## config.mk

```make
export PLATFORM = sky130hd
export DESIGN_NAME = queue_source
export DESIGN_NICKNAME = d
export VERILOG_FILES = /design/src/rtl/queue_pkg.sv /design/src/rtl/queue_source.sv
export SDC_FILE = /design/constraint.sdc
export NUM_CORES = 1
export LEC_CHECK = 0
export CORE_MARGIN = 2
export CORE_UTILIZATION = 47
export CTS_CLUSTER_SIZE = 24
export DETAILED_ROUTE_END_ITERATION = 16
export PLACE_DENSITY = 0.87
export SLEW_MARGIN = 20
export SYNTH_ARGS = -nofsm -noshare
export SYNTH_HDL_FRONTEND = slang
export SYNTH_SLANG_ARGS = --single-unit
```

## constraint.sdc

```tcl
create_clock -name clk -period 2.1 [get_ports clk]
set_input_delay 0.525 -clock clk [delete_from_list [all_inputs] [get_ports clk]]
set_output_delay 0.525 -clock clk [all_outputs]
set_load 0.05 [all_outputs]
```

## src/rtl/queue_pkg.sv

```systemverilog
// Shared constants for the burst queue source: FSM encodings and default widths.
package queue_pkg;

  localparam int DATA_W_DEF = 4;
  localparam int CNT_W_DEF  = 5;

  localparam logic [1:0] ST_IDLE   = 2'd0;
  localparam logic [1:0] ST_SEND   = 2'd1;
  localparam logic [1:0] ST_FINISH = 2'd2;

endpackage

```

## src/rtl/queue_source.sv

```systemverilog
// Burst generator feeding a queue enqueue port: takes a (start, step, count)
// command and emits count payloads start, start+step, ... with valid/ready flow control.
import queue_pkg::*;

module queue_source #(
  parameter int DATA_W = DATA_W_DEF,
  parameter int CNT_W  = CNT_W_DEF
) (
  input  logic              clk,
  input  logic              reset,
  input  logic              cmd_valid,
  output logic              cmd_ready,
  input  logic [DATA_W-1:0] cmd_start,
  input  logic [DATA_W-1:0] cmd_step,
  input  logic [CNT_W-1:0]  cmd_count,
  output logic              enq,
  output logic [DATA_W-1:0] din,
  input  logic              enq_ready,
  output logic              done,
  output logic [CNT_W-1:0]  sent
);

  logic [1:0]        state_q, state_d;
  logic [DATA_W-1:0] din_q,   din_d;
  logic [DATA_W-1:0] step_q,  step_d;
  logic [CNT_W-1:0]  count_q, count_d;
  logic [CNT_W-1:0]  sent_q,  sent_d;

  // Next-state and datapath: din_q always holds start + sent*step for the pending beat.
  always_comb begin
    state_d = state_q;
    din_d   = din_q;
    step_d  = step_q;
    count_d = count_q;
    sent_d  = sent_q;
    case (state_q)
      ST_IDLE: begin
        if (cmd_valid) begin
          din_d   = cmd_start;
          step_d  = cmd_step;
          count_d = cmd_count;
          sent_d  = {CNT_W{1'b0}};
          state_d = (cmd_count != {CNT_W{1'b0}}) ? ST_SEND : ST_FINISH;
        end else begin
          state_d = ST_IDLE;
        end
      end
      ST_SEND: begin
        if (enq_ready) begin
          din_d   = din_q + step_q;
          sent_d  = sent_q + {{(CNT_W-1){1'b0}}, 1'b1};
          state_d = (sent_d == count_q) ? ST_FINISH : ST_SEND;
        end else begin
          state_d = ST_SEND;
        end
      end
      ST_FINISH: state_d = ST_IDLE;
      default:   state_d = ST_IDLE;
    endcase
  end

  // State registers; reset abandons any burst in flight.
  always_ff @(posedge clk or negedge reset) begin
    if (!reset) begin
      state_q <= ST_IDLE;
      din_q   <= {DATA_W{1'b0}};
      step_q  <= {DATA_W{1'b0}};
      count_q <= {CNT_W{1'b0}};
      sent_q  <= {CNT_W{1'b0}};
    end else begin
      state_q <= state_d;
      din_q   <= din_d;
      step_q  <= step_d;
      count_q <= count_d;
      sent_q  <= sent_d;
    end
  end

  // Handshake outputs depend on state only, so enq_ready never reaches enq/din combinationally.
  assign cmd_ready = (state_q == ST_IDLE);
  assign enq       = (state_q == ST_SEND);
  assign done      = (state_q == ST_FINISH);
  assign din       = din_q;
  assign sent      = sent_q;

endmodule

```

Word-level counts from Yosys, hierarchy flattened
Index checks and enable logic that the tools add are counted.
{ "totals": {"regBits": 20, "inputBits": 17, "output_inout_bits": 12, "wordCells": 28} }
{ "classes": {"n_addsub": 2, "eq_ne": 5, "muxes": 11, "n_reduce_logical": 5} }
{ "op_table": {"columns": ["op", "count"], "rows": [
  ["5-bit 2-to-1 mux", 2],
  ["5-bit one-hot mux with 2 select lines", 1],
  ["2-bit 2-to-1 mux", 4],
  ["4-bit 2-to-1 mux", 2],
  ["4-bit one-hot mux with 2 select lines", 1],
  ["5-bit by 1-bit adder with 5-bit output, second input constant", 1],
  ["5-bit == test", 1],
  ["5-bit nonzero test", 1],
  ["4-bit adder", 1],
  ["2-bit one-hot mux with 2 select lines", 1],
  ["3-bit AND reduction", 1],
  ["2-bit by 1-bit == test with 1-bit output, second input constant", 1],
  ["2-bit == test, second input constant", 1],
  ["2-bit zero test", 1],
  ["2-bit by 1-bit inequality test with 1-bit output, second input constant", 1],
  ["2-bit inequality test, second input constant", 1],
  ["2-bit AND reduction", 1],
  ["2-bit nonzero test", 1]
]} }

Longest topological paths before layout
{ "depth": {"word_depth": 5, "depth_mapped": 6, "depth_no_buf": 6} }

Least setup slack after synthesis
OpenSTA, ideal clock, no wires.
{ "synth_path": {"path_kind": "register to register", "startpoint": "register state_q[0]", "endpoint": "register count_q[2]", "setup_time_ns": 0.125, "arrival_time_ns": 1.895, "required_time_ns": 1.975, "path_slack_ns": 0.080, "path_stages_with_launch": 5, "n_path_buf": 1, "synth_period_minus_slack_ns": 2.020, "path_cell_list": "dfrtp_1 -> nor2_1 -> and2_1 -> buf_2 -> mux2_2"} }
{ "synth_between": {"elab_chain_len": 2} }
{ "synth_lines": {"columns": ["item", "line", "source"], "rows": [
  ["start: declaration", "queue_source.sv:23", "logic [1:0] state_q, state_d;"],
  ["start signal: assignment", "queue_source.sv:71", "state_q <= state_d;"],
  ["2-bit zero test", null, null],
  ["via cmd_ready", "queue_source.sv:12", "output logic cmd_ready,"],
  ["2-bit AND reduction (no source line)", null, null],
  ["end signal: assignment", "queue_source.sv:68", "count_q <= {CNT_W{1'b0}};"],
  ["end signal: assignment", "queue_source.sv:74", "count_q <= count_d;"],
  ["end: declaration", "queue_source.sv:26", "logic [CNT_W-1:0] count_q, count_d;"]
]} }
The timed path passes the listed nets, and every way through them passes these cells.
A chain may end at the register's enable or synchronous reset.

Final worst setup path
{ "layout_path": {"startpoint": "register din_q[2] (netlist: din[2])", "endpoint": "output din[2]"} }
{ "layout_rtl": {"columns": ["item", "line", "source"], "rows": [
  ["start: declaration", "queue_source.sv:24", "logic [DATA_W-1:0] din_q, din_d;"],
  ["start signal: assignment", "queue_source.sv:66", "din_q <= {DATA_W{1'b0}};"],
  ["start signal: assignment", "queue_source.sv:72", "din_q <= din_d;"],
  ["end: declaration", "queue_source.sv:17", "output logic [DATA_W-1:0] din,"]
]} }
No word-level cell between the ends.

==> metrics.txt <==
outcome completed; fillcell total 193; clk_lat worst skew 0.30 ns; net switching power 0.00100 W; Post-synth EDFFs 0; CP top delay family buffers and inverters; area leader, netlist dfrtp_1; CORE AREA 2170 sq um; n_diodes 0; minimum clock period 2.04 ns; RSZ-0062 raised after global routing no; GRT Util Overall 19.2%; YS warnings 0; number of CTS-inserted buffers 3; clock sinks 20; TritonCTS clock tree done; CTS root buffer clkbuf_4; Final Setup Violations 0; layout cells sized above 1 18.9%; Clock transition at path regs 0.11 ns; critical path depth 1; multi-input logic area roughly 530 sq um; Mapped Nets 121; final worst path period share 97.4%; FF/Latch Area roughly 500 sq um; CP Data Arrival Time 1.52 ns; VDD IR max 901 uV; WP buf/inv 1; final std cells w/o fill 160; die area 2640 sq um; Area contributors post-synth dfrtp_1 47%, mux2_2 8.5%, xnor2_1 5.0%, ha_1 4.7%, xor2_1 4.2%; grt total ovfl 0; critical-path maximum fanout 3; critical path class register to primary output; Final nets roughly 160; sequential area share after synthesis 47.4%; Routed WL 2340 um; Crit-path slowest cell clkdlybuf4s50_1; dpl hpwl 1780 um; Row Count 17; GR met1 Demand/Resource 21.1%; Die Wd approximately 50 um; Resized Gates After CTS 0; crit path capture type primary output; Crit path largest cell delay between 0.8 and 0.9 ns; post-DR wirelength/cell 14.6 um; Avg Cell Area, Syn 10.7 sq um; gr busiest metal met2; Lkg Pwr 0.653 nW; CP cell instances clkdlybuf4s50_1; global-route wire length before repair 3660 um; ys flop type dfrtp_1; mapped cell area 1050 sq um; Via Count 854; antenna-violating nets left 0; Buffers on Ports 28; Die Span Y 51.4 um; Worst-Margin Slew roughly 0.5 ns; clock skew 0.00254 ns; Inst Count DP 156; final RePlAce weighted congestion slightly above 0.9; Async SR Flop Fraction 100%; H-tree depth 1; Ports 29; initial antenna violation count 0; grt met2 use around 36%; Net Sw Frac 43.3%; drt first pass iters 4; reg2reg path depth 5; drt drc 0; CP Launch Type register; Seq cells post-synth 20; Worst Hold Class input pin to asynchronous set/reset pin; Slew Viols, Final 0; vias in the first global route ~850; setup TNS 0 ns; Max Buffers Root-to-Sink 2; cells after synthesis 99; Logic pwr share 56.2%; # hold bufs at CTS 0; sequential share of power 30.3%; Initial DRC Count 19; Vias/cell 5.34; largest net degree at the start of global routing 21; P per Cell Area 1620 nW/um^2; final hold violation count 0; post-synth cell types 31; P_int 0.00132 W; required time worst endpoint 1.57 ns; GRT met3 Usage approximately 2.6%; Initial Utilization 48.6%; Area Overhead vs Synth 36.2%; Yosys top cell area share 47.4%; # Post-CTS Setup Buffers 0; Rel. slew slack roughly 66%; max cap viols 0; Fmax a little under 0.5 GHz; clock network power share 13.5%
==> layer usage <==
metal  up-vias  part of all wire [%]
li1        413                     -
met1       409                    42
met2        28                    53
met3         4                   4.2
met4         0                   1.5
met5         -                     0
==> logic make-up (layout without fill, tap and decap cells) <==
logic type	count (synthesis)	count (layout)	synth area share [%]
and+or+nand+nor	28	28	13.2
xor gates and xnor gates	11	11	9.13
muxes	9	9	9.49
adders and majority gates	5	5	6.64
buffers and inverters	7	40	2.73
DFF	20	20	47.4
AOI/OAI and AO/OA	19	19	11.4
==> cell usage in the layout (no fill, tap or decap), types with 3 or more instances in the layout <==
cell type,count
buf_4,10
clkbuf_4,3
clkdlybuf4s50_1,20
dfrtp_1,20
ha_1,4
inv_1,4
mux2_2,8
nand2_1,11
nand3_1,3
nor2_1,6
o21ai_0,8
xnor2_1,6
xor2_1,5
==> flip-flops by register name (all words and copies together) (netlist names) <==
register,cells
step_q,4
sent,5
din,4
count_q,5
state_q,2
==> stage by stage <==
step / hold WS [ns] / utilization (%) / area (sq um) / setup slack (ns) / total power (W)
finish: 0.547 / 66.2 / 1440 / 0.0554 / 0.00232
global route: 0.559 / 66.2 / 1440 / 0.00912 / 0.00249
CTS: 0.549 / 66.1 / 1430 / 0.0118 / 0.00234
detailed placement: 0.521 / 63.7 / 1380 / 0.153 / 0.00203
global placement: 0.499 / 63.7 / 1380 / 0.254 / 0.00196
floorplan: 0.229 / - / 1050 / 0.0804 / 0.00162
==> worst paths after layout <==
kind                         endpoint  startpoint  slack, ns
max reg2reg                state_q[1]     sent[0]       0.46
max in group asynchronous  count_q[0]       reset       1.35
min                            din[0]       reset       0.55
max                            din[2]      din[2]       0.06
min in group clk            step_q[3]   step_q[3]       0.55
min reg2reg                 step_q[3]   step_q[3]       0.55
==> power groups by stage <==
| stage | sequential [W] | clock, W | combinational, W |
|---|---|---|---|
| detailed placement | 0.000711 | 0 | 0.00132 |
| CTS | 0.000704 | 0.000316 | 0.00132 |
| global route | 0.000723 | 0.000336 | 0.00143 |
| global placement | 0.000694 | 0 | 0.00127 |
| floorplan | 0.000899 | 0 | 0.000718 |
| finish | 0.000704 | 0.000314 | 0.00131 |
==> Yosys cell counts, drive strengths merged (2+ instances only) <==
master and number:
a31oi 2, nand3 3, ha 4, dfrtp 20
buf 2, mux2 8, nand2 11, xnor2 6
inv 4, o21ai 8, xor2 5, a21oi 2
nor2 6
==> cell type report <==
| cell class | instances | share of cell area, % |
|---|---|---|
| clock buffers | 3 | 1.57 |
| well taps | 28 | 2.44 |
| multi-input cells | 72 | 36.6 |
| repair buffers | 32 | 21.4 |
| clock inverters | 1 | 2.09 |
| flip-flops and latches | 20 | 34.8 |
| inverters | 4 | 1.05 |
Power figures use the tool's default switching activity.
==> edit 1, RTL diff (same settings) <==
Change the package constant `CNT_W_DEF` from 5 to 6.
--- a/src/rtl/queue_pkg.sv
+++ b/src/rtl/queue_pkg.sv
@@ -2,7 +2,7 @@
 package queue_pkg;
 
   localparam int DATA_W_DEF = 4;
-  localparam int CNT_W_DEF  = 5;
+  localparam int CNT_W_DEF  = 6;
 
   localparam logic [1:0] ST_IDLE   = 2'd0;
   localparam logic [1:0] ST_SEND   = 2'd1;
Interface: changed (resized cmd_count and sent); port bits go from 29 to 31. No check against the original RTL was run, so the function may have changed too.
==> edit 1 against the original RTL <==
Setup slack improved by 2.2 ps. Design area is 6.1% higher. Power fell by 0.42%. Critical path depth unchanged. Area after synthesis is 7.0% higher. Wire length up 3.0%. Global-route usage is 0.79 points higher. Largest power group unchanged. Via count up 14%. Clock skew increased by 7.6 ps. Sequential cell count is 2 higher. Cell count rose by 16%.
==> edit 1: results (changes against the original RTL) <==
[cts]
cts_setup_buffers = 0  ; unchanged
cts_root_buf = clkbuf_4
cts_max_level = 1  ; unchanged
cts_max_path_buffers = 2  ; unchanged
cts_buffers = 3  ; unchanged
clk_latency_ps = 310
clk_pin_slew_ps = 130  ; +20 ps

[setup_path]
critPathCapture = din[0]
cpPeakStageDelay_ps = 810  ; about the same
timing.rr.start = sent[0]$_DFFE_PN0P_
cp_max_fo = 3  ; unchanged
r2r-end = state_q[0]$_DFF_PN0_
slowest_stage = clkdlybuf4s50_1
cpLargestDelayFamily = buffers and inverters
worstRegToRegCells = 5  ; unchanged
rrSetupSlack_ps = 200  ; -260 ps
cp.arrival_ps = 1520  ; about the same
startpoint = din[0]$_DFFE_PN0P_

[yosys]
syn_avg_cell_area_um2 = 9.251  ; -13%
synth_common_cells = nand2_1, dfrtp_1, nor2_1, o21ai_0, xnor2_1
syn-num-nets = 145  ; +20%
ys_seq_area_frac = 0.4878  ; +0.01331
async_reset_ff_frac = 1.000  ; unchanged
synth_cell_types = 27  ; -13%
ys_warn_count = 0  ; unchanged
synth_area_leaders = dfrtp_1, nand2_1, xnor2_1

[floorplanning]
dieArea_mm2 = 0.002809  ; +6.4%

[timing]
final-setup-viol-count = 0  ; unchanged
tightest_slew_ps = 510.4  ; +6.794 ps
fin_skew_ps = 10.16  ; +7.618 ps

[min_path]
hold_path_class = flop to flop

[global_routing]
grt_antenna_before_repair = 0  ; unchanged
grt_pass1_vias = 965  ; +14%
grt_max_degree = 23  ; +9.5%
grt_pass1_wl_um = 4036  ; +10%
grtUsageTotal = 0.1998  ; +0.007858

[finish]
nets = 182  ; +17%
final_layout_size_suffix_gt1_frac = 0.1266  ; -0.06281
diodes = 0  ; unchanged

[route]
post_drt_wl_per_cell_um = 12.95  ; -11%
totalWireLength_um = 2408  ; +3.0%
first_pass_iters = 4  ; unchanged
viasPerCell = 5.231  ; -2.0%
drt_iter0_drc = 10  ; -9

[power]
p_leak_uw = 0.0007542  ; +16%
ir_worst_vdd_uv = 1067  ; +18%

[placed_design]
place_congestion = 0.8518  ; -6.8%
io_buffers = 30  ; +7.1%
dpl.hpwl_um = 1921  ; +8.0%

[outcome]
status = finished clean

[edit 1: cell count changes after synthesis, sizes merged, moves of 2 or more]
cell / unedited run / this run
nand2: 11 / 36
mux2: 8 / 0
and2: 1 / 3
buf: 2 / 0
dfrtp: 20 / 22
[edit 1: repair_timing]
item	in CTS	in global routing
gates resized for setup	0	3
setup endpoints to repair	0	3
endpoints found under the hold margin	0	0
[edit 1: area by class of cell]
type,count,area [um2]
repair buffers,34,327.8
flip-flops and latches,22,551.8
clock buffers,4,36.28
fillers,170,709.4
inverters,4,15.01
well taps,28,35.03
multi-input cells,94,558.0
[edit 1: cell families after synthesis]
family          Yosys count  synth area share
simple gates             56            0.2173
xor+xnor                 13            0.1009
compound gates           20            0.1120
fa+ha+maj                 5           0.06209
flops                    22            0.4878
buf+inv                   6           0.01995
[edit 1: stage by stage]
stage | hold WS (ps) | power, uW | cell area, um2 | worst slack (ps)
after global routing | 542.4 | 2477 | 1524 | 6.801
after global placement | 473.8 | 2050 | 1480 | 122.4
final | 514.7 | 2313 | 1524 | 57.59
after CTS | 514.1 | 2319 | 1516 | 26.80
after floorplan | 229.4 | 1671 | 1132 | 11.99
after detailed placement | 483.6 | 2090 | 1480 | 105.7
[edit 1: worst min-delay path by stage]
stage	depth (start not counted)	end	start	slack, ps
finish	2	step_q[0]$_DFFE_PN0P_	step_q[0]$_DFFE_PN0P_	510
global route	2	step_q[2]$_DFFE_PN0P_	step_q[2]$_DFFE_PN0P_	540
CTS	2	step_q[0]$_DFFE_PN0P_	step_q[0]$_DFFE_PN0P_	510
detailed placement	2	step_q[0]$_DFFE_PN0P_	step_q[0]$_DFFE_PN0P_	480
global placement	2	step_q[0]$_DFFE_PN0P_	step_q[0]$_DFFE_PN0P_	470
floorplan	0	count_q[0]$_DFFE_PN0P_	reset	230
[edit 1: where the power goes]
group	total (uW)	switching, uW	internal [uW]
sequential	767	165	602
clock	235	129	106
combinational	1310	763	548
total	2310	1060	1260
[edit 1: routing by layer]
metal	vias to the layer above	GRT usage	routed length, um
li1	479	-	-
met1	466	0.2578	1063
met2	24	0.3208	1194
met3	4	0.04802	115
met4	0	0.08120	35
met5	-	0	0
[edit 1: worst min-delay path: stages (launching register included)]
cell	delay [ps]
dfrtp_1	380
nand2_1	50
nand2_1	60
==> edit 2, RTL diff (same settings) <==
Made on the original files. Reset style: synchronous (`reset`), changed in one clocked block.
--- a/src/rtl/queue_source.sv
+++ b/src/rtl/queue_source.sv
@@ -60,7 +60,7 @@
   end
 
   // State registers; reset abandons any burst in flight.
-  always_ff @(posedge clk or negedge reset) begin
+  always_ff @(posedge clk) begin
     if (!reset) begin
       state_q <= ST_IDLE;
       din_q   <= {DATA_W{1'b0}};
Behaviour: differs if reset is asserted again (counterexample within 4 cycles, from zero or initial values and one cycle with reset low); with reset held inactive, the same outputs for 10 cycles.
==> edit 2 against the original RTL <==
Setup slack lost 16 ps. Sequential cell count is the same. Core utilization shrank 2.5 points. Area after synthesis grew 11%. Worst hold slack lost 55 ps. Synthesized cell count grew 33%. Design area grew 6.9%. Register-to-register slack gained 90 ps. Wire length grew 11%. Critical path type unchanged. Highest routed layer unchanged.
Power is not compared: it rests on default switching activity, and its combinational part moved more than twofold at a synthesized area within 25%.
==> edit 2: results (changes against the original RTL) <==
[global_routing]
grt_pass1_vias = 992  ; +17%
grt_antenna_before_repair = 0  ; unchanged
grt_max_degree = 18  ; -14%
grt_pass1_wl_um = 4305  ; +18%
grtUsageTotal = 0.2063  ; +0.01439

[placed_design]
io_buffers = 28  ; unchanged
dpl.hpwl_um = 1957  ; +10%
place_congestion = 0.8363  ; -8.5%

[yosys]
ys_warn_count = 0  ; unchanged
synth_ff_type = dfxtp_1
synth_area_leaders = dfxtp_1, a21boi_0, nand2_1
synth_cell_types = 43  ; +39%
synth-adder-area-share = 0.05996  ; -0.006472
synthMuxAreaShare = 0.02570  ; -0.06920
syn-num-nets = 154  ; +27%
synthXorXnorAreaFrac = 0.05246  ; -0.03888
ys_seq_area_frac = 0.3426  ; -0.1319
async_reset_ff_frac = 0  ; -1.000
synth_compound_area_frac = 0.2409  ; +0.1270
synth_common_cells = dfxtp_1, nand2_1, a21boi_0

[min_path]
hold_depth = 2
hold_path_class = flop to flop
hold_start = step_q[3]$_SDFFE_PN0P_

[setup_path]
cpLargestDelayFamily = buffers and inverters
slowest_stage = clkdlybuf4s50_1
worstRegToRegCells = 7  ; +2
cp.arrival_ps = 1540  ; +20 ps
timing.rr.start = din[0]$_SDFFE_PN0P_
rrSetupSlack_ps = 550  ; +90 ps
critPathCapture = din[3]
cp-start-kind = flop
cp_max_fo = 4  ; +1
r2r-end = din[2]$_SDFFE_PN0P_
startpoint = din[3]$_SDFFE_PN0P_

[power]
ir_worst_vdd_uv = 591.6
p_leak_uw = 0.0006229

[outcome]
status = finished clean

[route]
first_pass_iters = 5  ; +1
drt_iter0_drc = 21  ; +2
totalWireLength_um = 2588  ; +11%
viasPerCell = 5.545  ; +3.9%

[timing]
tightest_slew_ps = 627.0  ; +123.4 ps
fin_skew_ps = 9.292  ; +6.751 ps
drv_slew = 0  ; unchanged

[cts]
clk_pin_slew_ps = 130  ; +20 ps
cts_max_path_buffers = 2  ; unchanged
clk_latency_ps = 320  ; +20 ps
cts_setup_buffers = 0  ; unchanged
cts_max_level = 1  ; unchanged

[finish]
nets = 184  ; +19%
final_layout_size_suffix_gt1_frac = 0.1366  ; -0.05275

-- edit 2: cell types whose count changed in the layout (fill, tap and decap cells not counted), moves of 3 or more --
cell,before,now
nand2_1,11,16
o2111ai_1,0,3
dfrtp_1,20,0
nor3_1,0,3
xor2_1,5,2
a21boi_0,0,12
nor2_1,6,3
nand3_1,3,6
dfxtp_1,0,20
mux2_2,8,0
-- edit 2: final cells by class --
type	count	area, um2
multi-input combinational	102	715.7
timing repair buffer	31	314.1
fill	195	874.6
clock inverter	1	30.03
clock buffer	3	22.52
inverter	4	15.01
tap	30	37.54
sequential	20	400.4
-- edit 2: per-stage QoR --
| stage | std cells | cell area [um2] | worst slack [ps] | hold WS [ps] | total power (uW) |
|---|---|---|---|---|---|
| after detailed placement | 187 | 1479 | 197.5 | 474.9 | 667.1 |
| after global placement | 187 | 1479 | 222.4 | 472.0 | 659.8 |
| final | 191 | 1535 | 39.39 | 491.7 | 986.5 |
| after global routing | 191 | 1535 | 8.238 | 535.0 | 1026 |
| after floorplan | 132 | 1169 | 275.3 | 457.4 | 581.6 |
| after CTS | 191 | 1530 | 27.15 | 492.3 | 989.5 |
-- edit 2: where the power goes --
part / internal (uW) / switching, uW
Sequential: 402 / 22.3
Clock: 193 / 136
Combinational: 107 / 127
-- edit 2: routing by layer --
layer  vias up  share of wire  GRT usage
li1        530              -          -
met1       501           0.43     0.2543
met2        22           0.52     0.3374
met3         6          0.030    0.03611
met4         0          0.019     0.1154
met5         -              0          0
-- edit 2: repair_timing --
item                                    CTS  global route
pin swaps                                 0             0
gates resized for setup                   1             2
endpoints found under the setup margin    1             2
cloned                                    0             0
